==> src/rtl/ifetch_unit_pkg.sv <==
// Shared LC-3b types for the fetch stage: word type, fetch FSM states, PC step.
package ifetch_unit_pkg;

  typedef logic [15:0] lc3b_word;

  typedef enum logic [1:0] {IDLE, REQ, LOAD} fetch_state_t;

  localparam lc3b_word PC_INC        = 16'd2;
  localparam lc3b_word PC_ALIGN_MASK = 16'hFFFE;

  function automatic lc3b_word align_pc(input lc3b_word addr);
    return addr & PC_ALIGN_MASK;
  endfunction

endpackage

==> src/rtl/ifetch_unit_if.sv <==
// Instruction-memory read port: request/address out, response strobe/data back.
interface ifetch_unit_if;
  import ifetch_unit_pkg::*;

  lc3b_word mem_address;
  logic     mem_read;
  lc3b_word mem_rdata;
  logic     mem_resp;

  modport master (output mem_address, output mem_read, input mem_rdata, input mem_resp);
  modport slave  (input mem_address, input mem_read, output mem_rdata, output mem_resp);

endinterface

==> src/rtl/fetch_timeout_ctr.sv <==
// Saturating cycle counter for an outstanding fetch; flags the last allowed wait cycle.
module fetch_timeout_ctr #(
  parameter int TIMEOUT_CYC = 255
) (
  input  logic clk,
  input  logic rst_n,
  input  logic clear,
  input  logic enable,
  output logic expire
);

  // Keep at least one bit so a disabled timeout still elaborates cleanly.
  localparam int CW = (TIMEOUT_CYC > 0) ? $clog2(TIMEOUT_CYC + 1) : 1;
  localparam logic [CW-1:0] LAST = (TIMEOUT_CYC > 0) ? CW'(TIMEOUT_CYC - 1) : '0;

  logic [CW-1:0] count;

  always_ff @(posedge clk or negedge rst_n) begin
    if (!rst_n) begin
      count <= '0;
    end else if (clear) begin
      count <= '0;
    end else if (enable && (count != '1)) begin
      count <= count + CW'(1);
    end
  end

  assign expire = (TIMEOUT_CYC != 0) && enable && (count == LAST);

endmodule

==> src/rtl/ifetch_unit.sv <==
// LC-3b instruction fetch: holds PC, reads one word per request, pulses it into IR.
//
//  state | meaning
//  IDLE  | no request outstanding; waits for fetch_en
//  REQ   | mem_read held at pc until mem_resp or timeout
//  LOAD  | ir_load pulse, fetched word presented on ir_data
module ifetch_unit
  import ifetch_unit_pkg::*;
#(
  parameter lc3b_word RESET_PC    = 16'h0000,
  parameter int       TIMEOUT_CYC = 255
) (
  input  logic                 clk,
  input  logic                 rst_n,
  input  logic                 fetch_en,
  input  logic                 redirect,
  input  lc3b_word             redirect_pc,
  ifetch_unit_if.master        mem,
  output lc3b_word             ir_data,
  output logic                 ir_load,
  output lc3b_word             pc,
  output logic                 fetch_err
);

  fetch_state_t state, state_next;
  logic         squash;
  logic         mem_read_c;
  logic         capture;
  logic         pc_inc;
  logic         squash_set;
  logic         squash_clr;
  logic         timeout_hit;
  logic         expire;

  fetch_timeout_ctr #(
    .TIMEOUT_CYC (TIMEOUT_CYC)
  ) u_timeout (
    .clk    (clk),
    .rst_n  (rst_n),
    .clear  (state != REQ),
    .enable (state == REQ),
    .expire (expire)
  );

  always_ff @(posedge clk or negedge rst_n) begin
    if (!rst_n) begin
      state <= IDLE;
    end else begin
      state <= state_next;
    end
  end

  always_comb begin
    state_next  = state;
    mem_read_c  = 1'b0;
    ir_load     = 1'b0;
    capture     = 1'b0;
    pc_inc      = 1'b0;
    squash_set  = 1'b0;
    squash_clr  = 1'b0;
    timeout_hit = 1'b0;
    unique case (state)
      IDLE: begin
        if (fetch_en) state_next = REQ;
      end
      REQ: begin
        mem_read_c = 1'b1;
        if (mem.mem_resp) begin
          // A redirect arriving with the response kills it just like a pending squash.
          if (squash || redirect) begin
            squash_clr = 1'b1;
            state_next = IDLE;
          end else begin
            capture    = 1'b1;
            pc_inc     = 1'b1;
            state_next = LOAD;
          end
        end else if (expire) begin
          // Abandoned read: any pending squash has nothing left to discard.
          timeout_hit = 1'b1;
          squash_clr  = 1'b1;
          state_next  = IDLE;
        end else if (redirect) begin
          squash_set = 1'b1;
        end
      end
      LOAD: begin
        ir_load    = 1'b1;
        state_next = IDLE;
      end
      default: state_next = IDLE;
    endcase
  end

  always_ff @(posedge clk or negedge rst_n) begin
    if (!rst_n) begin
      pc        <= align_pc(RESET_PC);
      ir_data   <= '0;
      squash    <= 1'b0;
      fetch_err <= 1'b0;
    end else begin
      fetch_err <= timeout_hit;
      if (redirect) begin
        pc <= align_pc(redirect_pc);
      end else if (pc_inc) begin
        pc <= pc + PC_INC;
      end
      if (capture) begin
        ir_data <= mem.mem_rdata;
      end
      if (squash_clr) begin
        squash <= 1'b0;
      end else if (squash_set) begin
        squash <= 1'b1;
      end
    end
  end

  assign mem.mem_read    = mem_read_c;
  assign mem.mem_address = pc;

endmodule

==> src/flat_wrapper.sv <==
// flat-port wrapper written by rule: the top's interface ports become plain ports
module ifetch_unit_flat import ifetch_unit_pkg::*;
#(
  parameter lc3b_word RESET_PC    = 16'h0000,
  parameter int       TIMEOUT_CYC = 255
)
  (clk, rst_n, fetch_en, redirect, redirect_pc, ir_data, ir_load, pc, fetch_err, mem_mem_address, mem_mem_read, mem_mem_rdata, mem_mem_resp);
  ifetch_unit_if mem_i ();
  input  logic clk;
  input  logic rst_n;
  input  logic fetch_en;
  input  logic redirect;
  input  lc3b_word redirect_pc;
  output lc3b_word ir_data;
  output logic ir_load;
  output lc3b_word pc;
  output logic fetch_err;
  output wire logic [$bits(mem_i.mem_address)-1:0] mem_mem_address;
  output wire logic [$bits(mem_i.mem_read)-1:0] mem_mem_read;
  input wire logic [$bits(mem_i.mem_rdata)-1:0] mem_mem_rdata;
  input wire logic [$bits(mem_i.mem_resp)-1:0] mem_mem_resp;
  assign mem_mem_address = mem_i.mem_address;
  assign mem_mem_read = mem_i.mem_read;
  assign mem_i.mem_rdata = mem_mem_rdata;
  assign mem_i.mem_resp = mem_mem_resp;
  ifetch_unit #(.RESET_PC(RESET_PC), .TIMEOUT_CYC(TIMEOUT_CYC)) u_core (.clk(clk), .rst_n(rst_n), .fetch_en(fetch_en), .redirect(redirect), .redirect_pc(redirect_pc), .mem(mem_i), .ir_data(ir_data), .ir_load(ir_load), .pc(pc), .fetch_err(fetch_err));
endmodule
==> config.mk <==
export PLATFORM = sky130hd
export DESIGN_NAME = ifetch_unit_flat
export DESIGN_NICKNAME = d
export VERILOG_FILES = /design/src/rtl/ifetch_unit_pkg.sv /design/src/rtl/ifetch_unit_if.sv /design/src/rtl/fetch_timeout_ctr.sv /design/src/rtl/ifetch_unit.sv /design/src/flat_wrapper.sv
export SDC_FILE = /design/constraint.sdc
export NUM_CORES = 1
export LEC_CHECK = 0
export ABC_AREA = 1
export BUFFER_PORTS_ARGS = -buffer_cell sky130_fd_sc_hd__buf_2
export CAP_MARGIN = 30
export CORE_MARGIN = 8
export CORE_UTILIZATION = 45
export CTS_CLUSTER_DIAMETER = 100
export DETAILED_ROUTE_END_ITERATION = 12
export GPL_ROUTABILITY_DRIVEN = 1
export GPL_TIMING_DRIVEN = 1
export PLACE_DENSITY = 0.83
export REMOVE_ABC_BUFFERS = 1
export SYNTH_ARGS = -nofsm -noshare
export SYNTH_HDL_FRONTEND = slang
export SYNTH_SLANG_ARGS = --single-unit
export TNS_END_PERCENT = 5
==> constraint.sdc <==
create_clock -name clk -period 1.36 [get_ports clk]
set_input_delay 0 -clock clk [delete_from_list [all_inputs] [get_ports clk]]
set_output_delay 0 -clock clk [all_outputs]
set_load 0.005 [all_outputs]
* Word-level counts from Yosys, hierarchy flattened *
Cells that the tools add are included.

word-level totals
  output and inout bits = 51
  logic and storage cells = 49
  register bits = 44
  input bits = 37

cells by class
  mux-type cells = 26
  $add $sub $neg = 2
  equality and inequality tests = 7
  reductions and logical operators = 8

operator list
  cell                   number
  $mux 16                2
  $mux 1                 17
  $add 16x2->16 const B  1
  $mux 8                 2
  $add 8x1->8 const B    1
  $eq 8x8->1 const B     1
  $mux 2                 4
  $ne 8x8->1 const B     1
  $reduce_bool 2->1      3
  $pmux 2 s2             1
  $ne 3x2->1 const B     1
  $eq 2x1->1 const B     1
  $eq 2x2->1 const B     1
  $logic_and 1x1->1      2
  $logic_not 2->1        1
  $ne 2x1->1 const B     1
  $ne 2x2->1 const B     1
  $reduce_and 2->1       1
  $logic_or 1x1->1       1

* Longest topological paths before layout *
Gate-level depths: netlist of run 1.

  depth after elaboration = 7
  depth in mapped cells = 9
  mapped depth without buffers = 9

* By module *
From an unflattened synthesis of run 1, not the netlist that was laid out.

unflattened totals
  cells, all modules = 339
  area, all modules = 2532.4 sq um

modules (own cells, without submodules)
  module             sequential area each (sq um)  cells an instance  instances  area each (sq um)
  ifetch_unit        875.8                         265                1          2011.9
  fetch_timeout_ctr  200.2                         74                 1          520.5

* Worst setup path before layout of run 1 *
Ideal clock, no wire load.

  kind = flip-flop to flip-flop
  start = register u_core.pc[2] (netlist: u_core.mem.mem_address[2])
  end = register u_core.pc[15] (netlist: u_core.mem.mem_address[15])
  required time = 1.243 ns
  setup time = 0.117 ns
  stages on the path, launching flop included = 7
  path buffers = 0
  period minus slack after synthesis = 1.233 ns
  data arrival time = 1.116 ns
  slack = 0.127 ns
  cells stage by stage = dfrtp_1 > ha_1 > nand3_1 > nor2_1 > nand4_1 > nand3_1 > nand2_1

between the ends
  word-level cells in the longest chain between the ends = 3

ends and longest elaborated chain
  element                   RTL line            source
  start: declaration        ifetch_unit.sv:21   output lc3b_word pc,
  start signal: assignment  ifetch_unit.sv:97   pc <= align_pc(RESET_PC);
  start signal: assignment  ifetch_unit.sv:104  pc <= align_pc(redirect_pc);
  start signal: assignment  ifetch_unit.sv:106  pc <= pc + PC_INC;
  $add 16x2->16             ifetch_unit.sv:106
  $mux 16                   ifetch_unit.sv:105  end else if (pc_inc) begin
  $mux 16                   ifetch_unit.sv:103  if (redirect) begin

Every way passes these cells. The select of a mux whose other input is x is not followed.
A chain may end at the register's enable or synchronous reset.

* Final worst setup path of run 1 *
  start = register u_core.u_timeout.count[0]
  end = register u_core.u_timeout.count[1]

between the ends
  word-level cells in the longest chain between the ends = 3
  elaborated cells between the ends (all ways) = 6
  those cells by class = add/sub: 1; eq/ne: 1; mux: 2; reduce/logical: 2

ends and longest elaborated chain
  element                                      RTL line                                          source
  start: declaration                           fetch_timeout_ctr.sv:16                           logic [CW-1:0] count;
  start signal: assignment                     fetch_timeout_ctr.sv:24                           count <= count + CW'(1);
  $add 8x1->8 or $ne 8x8->1 (tied branches)    fetch_timeout_ctr.sv:24, fetch_timeout_ctr.sv:23
  $mux 8 or $logic_and 1x1->1 (tied branches)  fetch_timeout_ctr.sv:23                           end else if (enable && (count != '1)) begin
  $mux 8 or $reduce_bool 2->1 (tied branches)  -

Parallel ways exist; a longest one is shown, timed or not. The select of a mux whose other input is x is not followed.

==> results of run 1 <==
==> registers in the layout, indices dropped and copies added (netlist names) <==
signal	flops
u_core.mem.mem_address	15
u_core.squash	1
u_core.ir_data	16
u_core.fetch_err	1
u_core.state	2
u_core.u_timeout.count	8
==> critical path, cell delays in order, from the launching register on <==
cell,delay (ns)
sky130_fd_sc_hd__dfrtp_1,0.43
sky130_fd_sc_hd__ha_4,0.18
sky130_fd_sc_hd__nand3_1,0.09
sky130_fd_sc_hd__inv_1,0.12
sky130_fd_sc_hd__nand2_2,0.11
sky130_fd_sc_hd__a21oi_1,0.16
sky130_fd_sc_hd__o21a_1,0.14
==> cell usage in the layout (no fill, tap or decap), drive strengths merged, types with 2 or more instances in the layout <==
cell         count
dfrtp           43
nor3             3
o211ai           2
buf             96
dlygate4sd3     34
o21bai           3
ha               3
o21ai            6
nand2          135
nand4            4
nand3           40
clkbuf           8
conb             2
a21oi            6
nor2            22
inv             35
==> routing by layer <==
layer  vias up  GRT usage, %
met4         0          10.4
met2       109          32.5
li1       1242             -
met1      1154          20.3
met5         -             0
met3        28          4.50
==> cell type report <==
type | count | share of cell area (%)
Sequential cell | 43 | 32.3
Inverter | 35 | 4.01
Tap cell | 70 | 2.62
Timing Repair Buffer | 130 | 25.9
Multi-Input combinational cell | 230 | 32.2
Clock buffer | 8 | 3.00
==> metrics by stage <==
| stage | setup TNS (ns) | cell area (sq um) |
|---|---|---|
| floorplan | -5.39 | 2250 |
| finish | 0 | 3340 |
| global route | -0.110 | 3340 |
| CTS | 0 | 3300 |
| detailed placement | 0 | 2860 |
| global placement | 0 | 2860 |
==> cells by family (layout without fill, tap and decap cells) <==
| family | Yosys count | in the layout | share of synthesized area, % |
|---|---|---|---|
| flip-flops | 43 | 43 | 44.3 |
| AND/OR/NAND/NOR | 205 | 205 | 36.0 |
| buffers and inverters | 60 | 173 | 13.1 |
| other | 1 | 2 | 0.154 |
| AO/OA/AOI/OAI | 19 | 19 | 4.58 |
| XOR/XNOR | 1 | 1 | 0.360 |
| adder cells (fa/ha/maj) | 3 | 3 | 1.54 |
==> what timing repair did <==
| action | CTS | global route |
|---|---|---|
| endpoints found under the hold margin | 56 | 0 |
| gates resized for setup | 0 | 13 |
| setup buffers | 0 | 0 |
| hold buffers | 34 | 0 |
| setup endpoints to repair | 0 | 25 |
==> power groups by stage <==
| stage | logic (uW) | registers (uW) | clock network, uW |
|---|---|---|---|
| floorplan | 599 | 1940 | 0 |
| global placement | 1290 | 1900 | 0 |
| detailed placement | 1350 | 1900 | 0 |
| CTS | 1420 | 1900 | 915 |
| global route | 1630 | 1980 | 999 |
| finish | 1430 | 1920 | 901 |
==> path summary, 6_finish.rpt <==
kind,startpoint,end,cells past startpoint
max in group asynchronous,rst_n,u_core.ir_data[9],3
worst min register to register,u_core.ir_data[3],u_core.ir_data[3],2
worst min-delay path,redirect,u_core.mem.mem_address[2],4
min in group asynchronous,rst_n,u_core.mem.mem_address[2],2
worst max register to register,u_core.u_timeout.count[0],u_core.u_timeout.count[1],6
worst max-delay path,u_core.u_timeout.count[0],u_core.u_timeout.count[1],6
==> parameters.txt, run 1 <==
Parameter                              Value

Status
  Outcome    finished, final reports clean

Cells and area
  Core Util, Final    64.5%
  Area of combinational cells with multiple inputs    0.00107 sq mm
  Signed area change from the synthesized netlist to the final layout    37.3%
  Fin cells    516
  Number of filler instances in the final layout    416
  Nets    485
  Layout cells sized above 1    27.4%
  Storage element area    0.00108 sq mm
  Inserted Diodes    0

CTS
  CTS root buffer    sky130_fd_sc_hd__clkbuf_8
  Clock insertion delay at the later pin of the skew report    0.30 ns
  Clock sink count    43
  CTS tree    built
  Max Buffers Root-to-Sink    2
  Number of buffers added by the clock tree synthesis step    5
  CTS HTree Levels    2
  Clock slew at the register clock pins of the worst setup and hold paths    0.08 ns

Global route
  Pin count of the biggest net entering global routing    25
  Total routing usage reported by global routing    18.7%
  Grt total ovfl    0
  Number of antenna violations at the first check in global routing    0
  Via count of the first global-routing pass    2601
  Wire length of the first global-routing pass    11600 um

Yosys
  Mean cell area of the mapped netlist    7.32 sq um
  Cells taking the most area after synthesis    sky130_fd_sc_hd__dfrtp_1 44%, sky130_fd_sc_hd__nand2_1 21%, sky130_fd_sc_hd__nand3_1 7.8%
  Portion of synthesized cell area occupied by the leading cell type    44.3%
  Post-synthesis cell type with the largest combined area    sky130_fd_sc_hd__dfrtp_1
  Async S/R FF share, synth    100%
  Sequential area share after synthesis    44.3%
  Yosys Warn Count    0
  Top post-synthesis cells by count    134 x sky130_fd_sc_hd__nand2_1, 43 x sky130_fd_sc_hd__dfrtp_1, 38 x sky130_fd_sc_hd__nand3_1, 34 x sky130_fd_sc_hd__inv_1, 20 x sky130_fd_sc_hd__buf_4
  EDFF count, synth    0
  Most instantiated library cell after synthesis    sky130_fd_sc_hd__nand2_1
  Number of instances in the synthesized netlist    332
  Dominant synthesized flop cell    sky130_fd_sc_hd__dfrtp_1
  Synthesized flop and latch total    43
  Synth cell types    27
  Netlist Area Pre-Place    0.00243 sq mm

Routing
  1st-pass router iterations    4
  DR iter-0 viols    193
  Max Used Layer    met4
  Vias after detailed routing    2533
  Total length of routed met2 wires    3670 um
  Detailed route wirelength on metal3    496 um
  Routed metal-1 wirelength    2660 um
  Remaining antenna violation count    0
  Final routed wire length divided by cell count    13.8 um
  Mean number of vias per cell    4.91
  Routed Wire Length    7100 um
  DRC violation count after routing    0

Pwr
  Switch Pwr    1490 uW
  Internal power consumption    2770 uW
  Leakage power    0.00181 uW
  Maximum ir drop on the vdd rail    0.000778 V
  Proportion of total power due to net switching    34.9%
  Sequential share of power    45.2%
  Total power density per cell area    1280 mW/mm^2
  Share of power burned in combinational logic    33.7%
  Overall power consumption    4260 uW
  Clock network power share    21.2%

Timing
  Final period util    94.5%
  Post-route setup slack    0.0743 ns
  RSZ-0062 raised after global routing    yes
  Number of setup violations in the final report    0
  Slew at the pin closest to its max-slew limit    0.562 ns
  Worst hold slack across all endpoints    0.154 ns
  Final Max Tran Viols    0
  Final period demand of the worst path    1.29 ns
  Count of endpoints failing hold in the final timing report    0
  Worst slew slack as a fraction of its limit    62.6%
  Maximum clock rate    778 MHz
  Final clock skew    0.00733 ns

Floorplan
  Overall die height    89.5 um
  Floorplan die area    0.00801 sq mm
  Number of standard-cell rows in the floorplan    26
  Starting utilization of the core area    47.0%
  Placeable Area    0.00517 sq mm
  Horizontal extent of the die    89.5 um
  Number of I/O pins    88

Critical path
  Worst reg2reg setup slack    0.07 ns
  Largest fanout on the critical path    6
  Data arrival at the endpoint of the critical path    1.52 ns
  Crit path kind    reg -> reg
  Required @ worst endpoint    1.60 ns
  Startpoint kind of the worst setup timing path    register
  Endpoint class of the critical path    register

Place
  Minimum setup slack after placement    0.0517 ns
  Global placer's final weighted congestion    0.867
  Number of instances in the placed design    474
  HPWL after DPL    4800 um
  Number of buffer cells added on primary ports    84

Job
  Count of max-cap constraint violations    0

Hold path
  Worst min-delay path category    in -> reg
Note: power is estimated with default switching activity, not from simulation.
==> inputs of run 2 (changes only) <==
--- a/config.mk
+++ b/config.mk
@@ -15,7 +15,6 @@
 export GPL_ROUTABILITY_DRIVEN = 1
 export GPL_TIMING_DRIVEN = 1
 export PLACE_DENSITY = 0.83
-export REMOVE_ABC_BUFFERS = 1
 export SYNTH_ARGS = -nofsm -noshare
 export SYNTH_HDL_FRONTEND = slang
 export SYNTH_SLANG_ARGS = --single-unit
==> run 2 against run 1 <==
Compared with the run above:
- combinational power is essentially flat
- total power decreased by 3.0%
- maximum frequency grew 1.0%
- sequential share of layout area increased by 0.29 points
- core utilization shrank 0.65 points
- hold slack got worse by 0.072 ns
- wire length fell by 8.5%
- critical path depth is 1 lower
- first-iteration DRC count shrank 26%
==> parameters.txt, run 2 (synthesized netlist as in run 1, its figures left out) <==
Parameter                              Value

Pwr
  Leakage power    0.00181 uW (+0.21%)
  Maximum ir drop on the vdd rail    0.000796 V (+2.3%)
  Total power density per cell area    1250 mW/mm^2 (-2.0%)

Routing
  1st-pass router iterations    4 (unchanged)
  DRC violation count after routing    0 (unchanged)
  Routed Wire Length    6490 um (-8.5%)
  Remaining antenna violation count    0 (unchanged)
  DR iter-0 viols    143 (-26%)
  Vias after detailed routing    2410 (-4.9%)
  Final routed wire length divided by cell count    12.6 um (-8.4%)
  Mean number of vias per cell    4.68 (-4.7%)

Global route
  Grt total ovfl    0 (unchanged)
  Total routing usage reported by global routing    17.3% (-1.3 points)
  Pin count of the biggest net entering global routing    44 (+76%)
  Wire length of the first global-routing pass    10800 um (-7.1%)
  Via count of the first global-routing pass    2371 (-8.8%)
  Number of antenna violations at the first check in global routing    0 (unchanged)

Hold path
  Worst min-delay path category    in -> reg

Timing
  Final period demand of the worst path    1.27 ns (-0.0133 ns)
  Final clock skew    0.00579 ns (-0.00154 ns)
  Count of endpoints failing hold in the final timing report    0 (unchanged)
  Maximum clock rate    786 MHz (+1.0%)
  Worst slew slack as a fraction of its limit    63.6% (+1.1 points)
  Total negative slack    0 ns (unchanged)
  Final period util    93.6% (-0.98 points)
  Number of setup violations in the final report    0 (unchanged)
  Final Max Tran Viols    0 (unchanged)
  RSZ-0062 raised after global routing    yes
  Slew at the pin closest to its max-slew limit    0.546 ns (-0.0158 ns)
  Worst hold slack across all endpoints    0.0820 ns (-0.0719 ns)

Cells and area
  Layout cells sized above 1    27.0% (-0.39 points)
  Inserted Diodes    0 (unchanged)
  Nets    484 (-0.21%)
  Number of filler instances in the final layout    429 (+3.1%)
  Signed area change from the synthesized netlist to the final layout    35.9%
  Most common cell after layout, fill and taps aside    sky130_fd_sc_hd__nand2_1
  Largest register FFs    16 (unchanged)
  Leading cell types in the layout, fill and taps excluded    133 x sky130_fd_sc_hd__nand2_1, 84 x sky130_fd_sc_hd__buf_2, 42 x sky130_fd_sc_hd__dfrtp_1
  Biggest register    u_core.ir_data

Critical path
  Cells along the critical path    nand3_1 > nor3_1 > nand2_1 > nand3_1 > nand2_1
  Startpoint kind of the worst setup timing path    register
  Largest fanout on the critical path    8 (+2)
  Slowest cell on crit path    sky130_fd_sc_hd__dfrtp_1
  Crit path kind    reg -> reg
  Kind of cell adding the most delay to the critical path    simple AND/OR/NAND/NOR gates
  Data arrival at the endpoint of the critical path    1.46 ns (-0.06 ns)
  Total buffers and inverters traversed by the critical path    0 (-1)
  Biggest cell delay along the critical path    0.47 ns (+0.04 ns)
  Endpoint class of the critical path    register
  Required @ worst endpoint    1.55 ns (-0.05 ns)

Floorplan
  Floorplan die area    0.00801 sq mm (unchanged)
  Placeable Area    0.00517 sq mm (unchanged)
  Overall die height    89.5 um (unchanged)
  Number of standard-cell rows in the floorplan    26 (unchanged)
  Starting utilization of the core area    47.0% (unchanged)
  Horizontal extent of the die    89.5 um (unchanged)
  Number of I/O pins    88 (unchanged)

CTS
  Clock slew at the register clock pins of the worst setup and hold paths    0.08 ns (about the same)
  Max Buffers Root-to-Sink    2 (unchanged)
  CTS HTree Levels    2 (unchanged)
  CTS root buffer    sky130_fd_sc_hd__clkbuf_8
  Clock insertion delay at the later pin of the skew report    0.30 ns (about the same)
  CTS tree    built
  Clock sink count    43 (unchanged)
  Number of buffers added by the clock tree synthesis step    5 (unchanged)

Status
  Outcome    finished, final reports clean

Place
  HPWL after DPL    4420 um (-7.9%)
  Global placer's final weighted congestion    0.779 (-10%)
  Number of buffer cells added on primary ports    84 (unchanged)

Job
  Count of max-cap constraint violations    0 (unchanged)
[run 2: cell count changes in the layout (fill, tap and decap cells not counted), sizes merged]
| cell | before | now |
|---|---|---|
| buf | 96 | 95 |
| clkbuf | 8 | 5 |
| clkinv | 0 | 3 |
[run 2: what timing repair did]
action | 4_1_cts | 5_1_grt
hold buffers | 34 | 0
hold endpoints to repair | 76 | 0
setup buffers | 0 | 0
setup endpoints to repair | 0 | 33
gates resized for setup | 0 | 11
[run 2: worst register-to-register path, delay by kind of cell, from the launching register on]
kind,cells,cell delay [ns]
flops,1,0.47
simple gates,5,0.69
[run 2: cell type report]
| class | count | area (sq um) | area share (%) |
|---|---|---|---|
| Tap cell | 70 | 87.6 | 2.65 |
| Clock inverter | 3 | 15.0 | 0.455 |
| Timing Repair Buffer | 129 | 856 | 25.9 |
| Multi-Input combinational cell | 230 | 1060 | 32.2 |
| Sequential cell | 43 | 1080 | 32.6 |
| Clock buffer | 5 | 68.8 | 2.08 |
| Inverter | 35 | 136 | 4.13 |
[run 2: per-stage QoR]
stage | worst slack, ns | util, % | power, uW | cells | instance area [sq um]
4_1_cts | 0.0371 | 63.4 | 4120 | 515 | 3280
2_1_floorplan | 0.127 | - | 2670 | 333 | 2430
3_3_place_gp | 0.114 | 55.2 | 3190 | 473 | 2850
6_report | 0.0876 | 63.9 | 4130 | 515 | 3300
5_1_grt | -0.0444 | 63.9 | 4470 | 515 | 3300
3_5_place_dp | 0.0594 | 55.2 | 3240 | 473 | 2850
[run 2: final timing paths]
kind | from | endpoint | slack [ns] | cells past startpoint
worst max register to register | u_core.mem.mem_address[3] | u_core.mem.mem_address[12] | 0.09 | 5
worst max-delay path | u_core.mem.mem_address[3] | u_core.mem.mem_address[12] | 0.09 | 5
min in group asynchronous | rst_n | u_core.mem.mem_address[9] | 0.31 | 3
max in group asynchronous | rst_n | u_core.u_timeout.count[1] | 0.65 | 3
worst min register to register | u_core.ir_data[13] | u_core.ir_data[13] | 0.48 | 2
worst min-delay path | redirect | u_core.squash | 0.08 | 5
[run 2: power by group]
part	switching (uW)	internal, uW	total (uW)
clock network	447	352	799
registers	275	1630	1900
logic	741	682	1420
[run 2: routing by layer]
| layer | track usage [%] | share of wire, % |
|---|---|---|
| met3 | 5.24 | 6.7 |
| met2 | 30.0 | 48 |
| met4 | 5.89 | 1.6 |
| met5 | 0 | 0 |
| met1 | 19.7 | 43 |
